--- src/rtl/cmos_arb_pkg.sv ---
// cmos_arb_pkg: shared state encodings, grant ids and defaults for the CMOS access arbiter
package cmos_arb_pkg;
  localparam logic [1:0] ST_IDLE  = 2'd0;
  localparam logic [1:0] ST_ISSUE = 2'd1;
  localparam logic [1:0] ST_WAIT  = 2'd2;
  localparam logic [1:0] ST_ACK   = 2'd3;
  localparam logic GNT_I2C  = 1'b0;
  localparam logic GNT_HOST = 1'b1;
  localparam logic [7:0] DIRTY_BASE_DEF = 8'h10;
endpackage

--- src/rtl/cmos_arb_rr2.sv ---
// cmos_arb_rr2: two-way round-robin pick between I2C and host requests
module cmos_arb_rr2
  import cmos_arb_pkg::*;
(
  input  logic i2c_req_i,
  input  logic host_req_i,
  input  logic last_i,
  output logic any_o,
  output logic gnt_o
);
  assign any_o = i2c_req_i | host_req_i;
  assign gnt_o = (i2c_req_i & host_req_i) ? ~last_i : (host_req_i ? GNT_HOST : GNT_I2C);
endmodule

--- src/rtl/cmos_access_arbiter.sv ---
// cmos_access_arbiter: sequences I2C and host accesses to the single-port CMOS store
// through IDLE/ISSUE/WAIT/ACK and tracks whether the CMOS area needs saving.
module cmos_access_arbiter
  import cmos_arb_pkg::*;
#(
  parameter int ADDR_W = 8,
  parameter int DATA_W = 8,
  parameter logic [ADDR_W-1:0] DIRTY_BASE = ADDR_W'(DIRTY_BASE_DEF)
) (
  input  logic              clk,
  input  logic              rst,
  input  logic              i2c_req_i,
  input  logic              i2c_we_i,
  input  logic [ADDR_W-1:0] i2c_addr_i,
  input  logic [DATA_W-1:0] i2c_wdata_i,
  output logic              i2c_ack_o,
  output logic [DATA_W-1:0] i2c_rdata_o,
  input  logic              host_req_i,
  input  logic              host_we_i,
  input  logic [ADDR_W-1:0] host_addr_i,
  input  logic [DATA_W-1:0] host_wdata_i,
  output logic              host_ack_o,
  output logic [DATA_W-1:0] host_rdata_o,
  input  logic              host_dirty_clr_i,
  output logic              dirty_o,
  output logic              busy_o,
  output logic [ADDR_W-1:0] mem_addr_o,
  output logic [DATA_W-1:0] mem_wdata_o,
  output logic              mem_we_o,
  input  logic [DATA_W-1:0] mem_rdata_i
);
  logic [1:0] state_q, state_d;
  logic grant_q, grant_d, we_q, we_d, mem_we_q, mem_we_d;
  logic i2c_ack_q, i2c_ack_d, host_ack_q, host_ack_d, dirty_q, dirty_d;
  logic [ADDR_W-1:0] mem_addr_q, mem_addr_d;
  logic [DATA_W-1:0] mem_wdata_q, mem_wdata_d, i2c_rdata_q, i2c_rdata_d, host_rdata_q, host_rdata_d;
  logic any, pick, set_dirty;

  cmos_arb_rr2 u_rr2 (
    .i2c_req_i  (i2c_req_i),
    .host_req_i (host_req_i),
    .last_i     (grant_q),
    .any_o      (any),
    .gnt_o      (pick)
  );

  // only I2C writes into the CMOS area mark the image dirty; a same-edge clear loses
  assign set_dirty = (state_q == ST_WAIT) & (grant_q == GNT_I2C) & we_q & (mem_addr_q >= DIRTY_BASE);
  assign dirty_d = set_dirty | (dirty_q & ~host_dirty_clr_i);

  always_comb begin
    state_d      = state_q;
    grant_d      = grant_q;
    we_d         = we_q;
    mem_addr_d   = mem_addr_q;
    mem_wdata_d  = mem_wdata_q;
    mem_we_d     = 1'b0;
    i2c_ack_d    = 1'b0;
    host_ack_d   = 1'b0;
    i2c_rdata_d  = i2c_rdata_q;
    host_rdata_d = host_rdata_q;
    case (state_q)
      ST_IDLE: if (any) begin
        state_d     = ST_ISSUE;
        grant_d     = pick;
        we_d        = pick ? host_we_i : i2c_we_i;
        mem_we_d    = we_d;
        mem_addr_d  = pick ? host_addr_i : i2c_addr_i;
        mem_wdata_d = pick ? host_wdata_i : i2c_wdata_i;
      end
      ST_ISSUE: state_d = ST_WAIT;
      ST_WAIT: begin
        state_d      = ST_ACK;
        i2c_ack_d    = grant_q == GNT_I2C;
        host_ack_d   = grant_q == GNT_HOST;
        i2c_rdata_d  = i2c_ack_d ? mem_rdata_i : i2c_rdata_q;
        host_rdata_d = host_ack_d ? mem_rdata_i : host_rdata_q;
      end
      default: state_d = ST_IDLE;
    endcase
  end

  always_ff @(posedge clk or posedge rst) begin
    if (rst) begin
      state_q      <= ST_IDLE;
      grant_q      <= GNT_HOST;
      we_q         <= 1'b0;
      mem_we_q     <= 1'b0;
      mem_addr_q   <= '0;
      mem_wdata_q  <= '0;
      i2c_ack_q    <= 1'b0;
      host_ack_q   <= 1'b0;
      i2c_rdata_q  <= '0;
      host_rdata_q <= '0;
      dirty_q      <= 1'b0;
    end else begin
      state_q      <= state_d;
      grant_q      <= grant_d;
      we_q         <= we_d;
      mem_we_q     <= mem_we_d;
      mem_addr_q   <= mem_addr_d;
      mem_wdata_q  <= mem_wdata_d;
      i2c_ack_q    <= i2c_ack_d;
      host_ack_q   <= host_ack_d;
      i2c_rdata_q  <= i2c_rdata_d;
      host_rdata_q <= host_rdata_d;
      dirty_q      <= dirty_d;
    end
  end

  assign i2c_ack_o    = i2c_ack_q;
  assign i2c_rdata_o  = i2c_rdata_q;
  assign host_ack_o   = host_ack_q;
  assign host_rdata_o = host_rdata_q;
  assign dirty_o      = dirty_q;
  assign busy_o       = state_q != ST_IDLE;
  assign mem_addr_o   = mem_addr_q;
  assign mem_wdata_o  = mem_wdata_q;
  assign mem_we_o     = mem_we_q;
endmodule

--- config.mk ---
export PLATFORM = sky130hd
export DESIGN_NAME = cmos_access_arbiter
export DESIGN_NICKNAME = d
export VERILOG_FILES = /design/src/rtl/cmos_arb_pkg.sv /design/src/rtl/cmos_arb_rr2.sv /design/src/rtl/cmos_access_arbiter.sv
export SDC_FILE = /design/constraint.sdc
export NUM_CORES = 1
export LEC_CHECK = 0
export ABC_AREA = 0
export ABC_CLOCK_PERIOD_IN_PS = 1400
export BUFFER_PORTS_ARGS = -buffer_cell sky130_fd_sc_hd__buf_2
export CAP_MARGIN = 10
export CORE_MARGIN = 5
export CORE_UTILIZATION = 41
export DETAILED_ROUTE_END_ITERATION = 10
export GPL_TIMING_DRIVEN = 1
export PLACE_DENSITY = 0.86
export SLEW_MARGIN = 10
export SYNTH_ARGS = -nofsm -noshare
export SYNTH_HDL_FRONTEND = slang
export SYNTH_SLANG_ARGS = --single-unit
--- constraint.sdc ---
create_clock -name clk -period 1.4 [get_ports clk]
set_input_delay 0.07 -clock clk [delete_from_list [all_inputs] [get_ports clk]]
set_output_delay 0.07 -clock clk [all_outputs]
set_load 0.02 [all_outputs]
==> parameters.txt <==
Parameter                              Value

Synthesis
  Post-synthesis instance total ... 172
  Biggest area contributors in the synthesized netlist ... sky130_fd_sc_hd__dfrtp_1 54%, sky130_fd_sc_hd__nand2_1 10%, sky130_fd_sc_hd__a31oi_2 6.3%
  Yosys warns ... 0
  Mapped Area ... 1800 sq um
  Number of distinct library cell variants in the gate-level netlist after synthesis ... 24
  Register bit total from synthesis ... 40
  Leading area contributor after synthesis ... sky130_fd_sc_hd__dfrtp_1
  Fraction of synthesized cell area taken by the top area cell type ... between 50 and 60%
  Mean cell area of the mapped netlist ... 10.4 sq um
  Sequential-to-total area share from yosys stat ... 55.8%
  Number of nets produced by synthesis ... 221

STA
  Worst slew margin ... between 80% and 90%
  Number of pins with negative max-slew slack in the final report ... 0
  Aggregate negative setup slack ... 0 ps
  Fin crit period ... around 1300 ps
  Actual transition at the worst max-transition pin ... 256 ps
  Clock skew ... 5.62 ps
  Final hold violation count ... 0
  Setup repair after global routing missed its margin ... false
  Final cycle utilization of the critical path ... around 94%
  Total setup violations reported at the end of the flow ... 0
  Fmax ... 763 MHz

Drt
  Wire length after detailed routing ... 4.38 mm
  Number of vias in the routed layout ... ~1500
  DRT iter0 DRCs ... 45
  Final antenna-violating net count ... 0
  Per-cell routed wire length ... 13.5 um
  Total iterations of the first detailed-routing run ... 3
  # DRC ... 0
  Avg Vias per Cell ... 4.70

Critical path
  Crit-path max cell delay ... ~400 ps
  Element type at the critical path end ... output port
  Critical path cell sequence ... inv_1 -> ha_4 -> buf_4 -> inv_1 -> buf_4
  CP startpoint kind ... flop
  Crit path required time ... 1330 ps
  Biggest fanout along the worst timing path ... 6
  Family with the most delay on the worst path ... buffers and inverters
  Worst path buffer plus inverter count ... 4
  WP data arrival ... 1240 ps
  WS Path Type ... flop to output port
  Slowest-stage cell, CP ... sky130_fd_sc_hd__dfrtp_1

Finish
  Total Nets Final ... 320
  Commonest cells after routing, fill and taps aside ... 82 x sky130_fd_sc_hd__buf_2, 49 x sky130_fd_sc_hd__nand2_1, 39 x sky130_fd_sc_hd__dfrtp_1
  Fillcell total ... 358
  Inserted Diodes ... 0
  Area occupied by multi-input gates ... 707 sq um
  Most frequent standard cell in the layout excluding fill and tap cells ... sky130_fd_sc_hd__buf_2
  Layout Area Growth over Synthesis ... 39.9%
  Share of cells above drive strength 1 ... 49.6%
  Sequential cell area ... 1000 sq um

GRT
  Combined global-route utilization of all metal layers ... 15.0%
  Number of global-route vias before repair ... 1586
  Maximum number of pins on one net before global-route repair ... 41
  Global-route wire length before repair ... 7.20 mm
  Antenna violations before repair ... 0
  Grt ovf ... 0

Job
  Total of max-cap violations ... 0

Floorplanning
  Overall die area ... approximately 5800 sq um
  I/O pins ... 84
  Die Ht ... 76.2 um
  Site Rows ... 24
  Core area ... between 4000 and 5000 sq um
  Die extent in x ... 76.2 um
  Starting density of the core ... between 40% and 50%

Place
  Routability cong. ... 0.767
  Half-perimeter wire length after placement ... about 3.2 mm
  Input/output buffers ... 83

Clocking
  Clock-pin slew reported for the worst setup and hold paths after clock tree synthesis ... 70 ps
  Clock root cell ... sky130_fd_sc_hd__clkbuf_8
  Clock tree from TritonCTS ... built
  Number of levels in the clock H-tree ... 2
  Source-to-sink clock delay at the later pin of the worst-skew pair ... a little under 300 ps
  Buffers inserted by post-CTS timing repair ... 0
  Max clock buf depth ... 2
  Number of buffers created by CTS ... 5
  # clock sinks ... 40

Run status
  Outcome ... completed

Power
  Pwr dens ... around 2300 nW/um^2
  Leak ... 1.27 nW
  Post-route total power ... 5.81 mW
  Worst supply voltage drop on vdd ... roughly 1.0 mV

Worst hold path
  Worst hold path class ... input pin to flop
==> tightest hold or removal path, stage by stage <==
cell and delay [ps]:
sky130_fd_sc_hd__buf_2 90, sky130_fd_sc_hd__nand2_1 40, sky130_fd_sc_hd__nand2_1 50
==> per-stage QoR <==
step / utilization [%] / hold WS, ps / area [sq um] / setup WS (ps) / std cells
after global routing: 58.5 / 1.55 / 2510 / 3.81 / 324
final: 58.5 / 0.506 / 2510 / 89.5 / 324
after global placement: 53.7 / 140 / 2310 / 146 / 308
after detailed placement: 53.7 / 155 / 2310 / 86.4 / 308
after floorplan: - / 140 / 1800 / 79.3 / 172
after CTS: 57.5 / 0.412 / 2470 / 38.5 / 323
==> metal layers <==
layer | vias to the layer above | GRT usage, % | routed length [um]
li1 | 765 | - | -
met1 | 682 | 17.3 | 1810
met2 | 69 | 25.7 | 2100
met3 | 6 | 6.62 | 437
met4 | 0 | 3.15 | 33
met5 | - | 0 | 0
==> synthesized netlist by cell type (all sizes together) <==
| master | number |
|---|---|
| nand2b | 1 |
| nor3 | 1 |
| dfstp | 1 |
| a31oi | 18 |
| nand2 | 59 |
| ha | 2 |
| mux2 | 9 |
| nor4 | 1 |
| a21oi | 2 |
| nor2 | 19 |
| a21bo | 1 |
| o21a | 1 |
| dfrtp | 39 |
| inv | 7 |
| a21boi | 1 |
| mux2i | 1 |
| buf | 8 |
| o22ai | 1 |
==> area by class of cell <==
class | count | area share [%]
timing repair buffer | 100 | 24.6
multi-input combinational | 117 | 28.2
inverter | 7 | 1.05
clock buffer | 6 | 3.29
clock inverter | 2 | 0.399
sequential | 40 | 39.9
tap | 52 | 2.59
==> state kept, by name, indices dropped and copies added, names as in the netlist <==
name / flops
mem_wdata_o: 8
dirty_o: 1
host_rdata_o: 8
state_q: 2
i2c_rdata_o: 8
mem_we_o: 1
i2c_ack_o: 1
grant_q: 1
host_ack_o: 1
mem_addr_o: 8
we_q: 1
==> cells by family after synthesis <==
| logic type | share of synthesized area [%] |
|---|---|
| AND/OR/NAND/NOR | 18.7 |
| flip-flops | 55.8 |
| AO/OA/AOI/OAI | 12.3 |
| buffers and inverters | 5.57 |
| multiplexers | 6.20 |
| adder cells (fa/ha/maj) | 1.39 |
==> where the power goes <==
| part | switching (mW) | internal (mW) |
|---|---|---|
| Sequential | 0.321 | 1.75 |
| Combinational | 1.75 | 1.22 |
| Clock | 0.384 | 0.393 |
| Total | 2.45 | 3.36 |
==> what timing repair did <==
action / 4_1_cts / 5_1_grt
setup endpoints to repair: 0 / 18
hold buffers: 7 / 0
hold endpoints to repair: 45 / 0
resized for setup: 0 / 5
==> final timing paths <==
kind / from / to / slack, ps / depth (start not counted)
worst min-delay path: mem_rdata_i[1] / i2c_rdata_o[1] / 0.5 / 3
max in group asynchronous: rst / grant_q / 770 / 4
worst max-delay path: state_q[1] / busy_o / 90 / 5
min in group asynchronous: rst / host_rdata_o[4] / 380 / 4
worst min register to register: i2c_rdata_o[1] / i2c_rdata_o[1] / 490 / 2
worst max register to register: state_q[0] / host_rdata_o[2] / 100 / 4
Note: power is estimated with default switching activity, not from simulation.
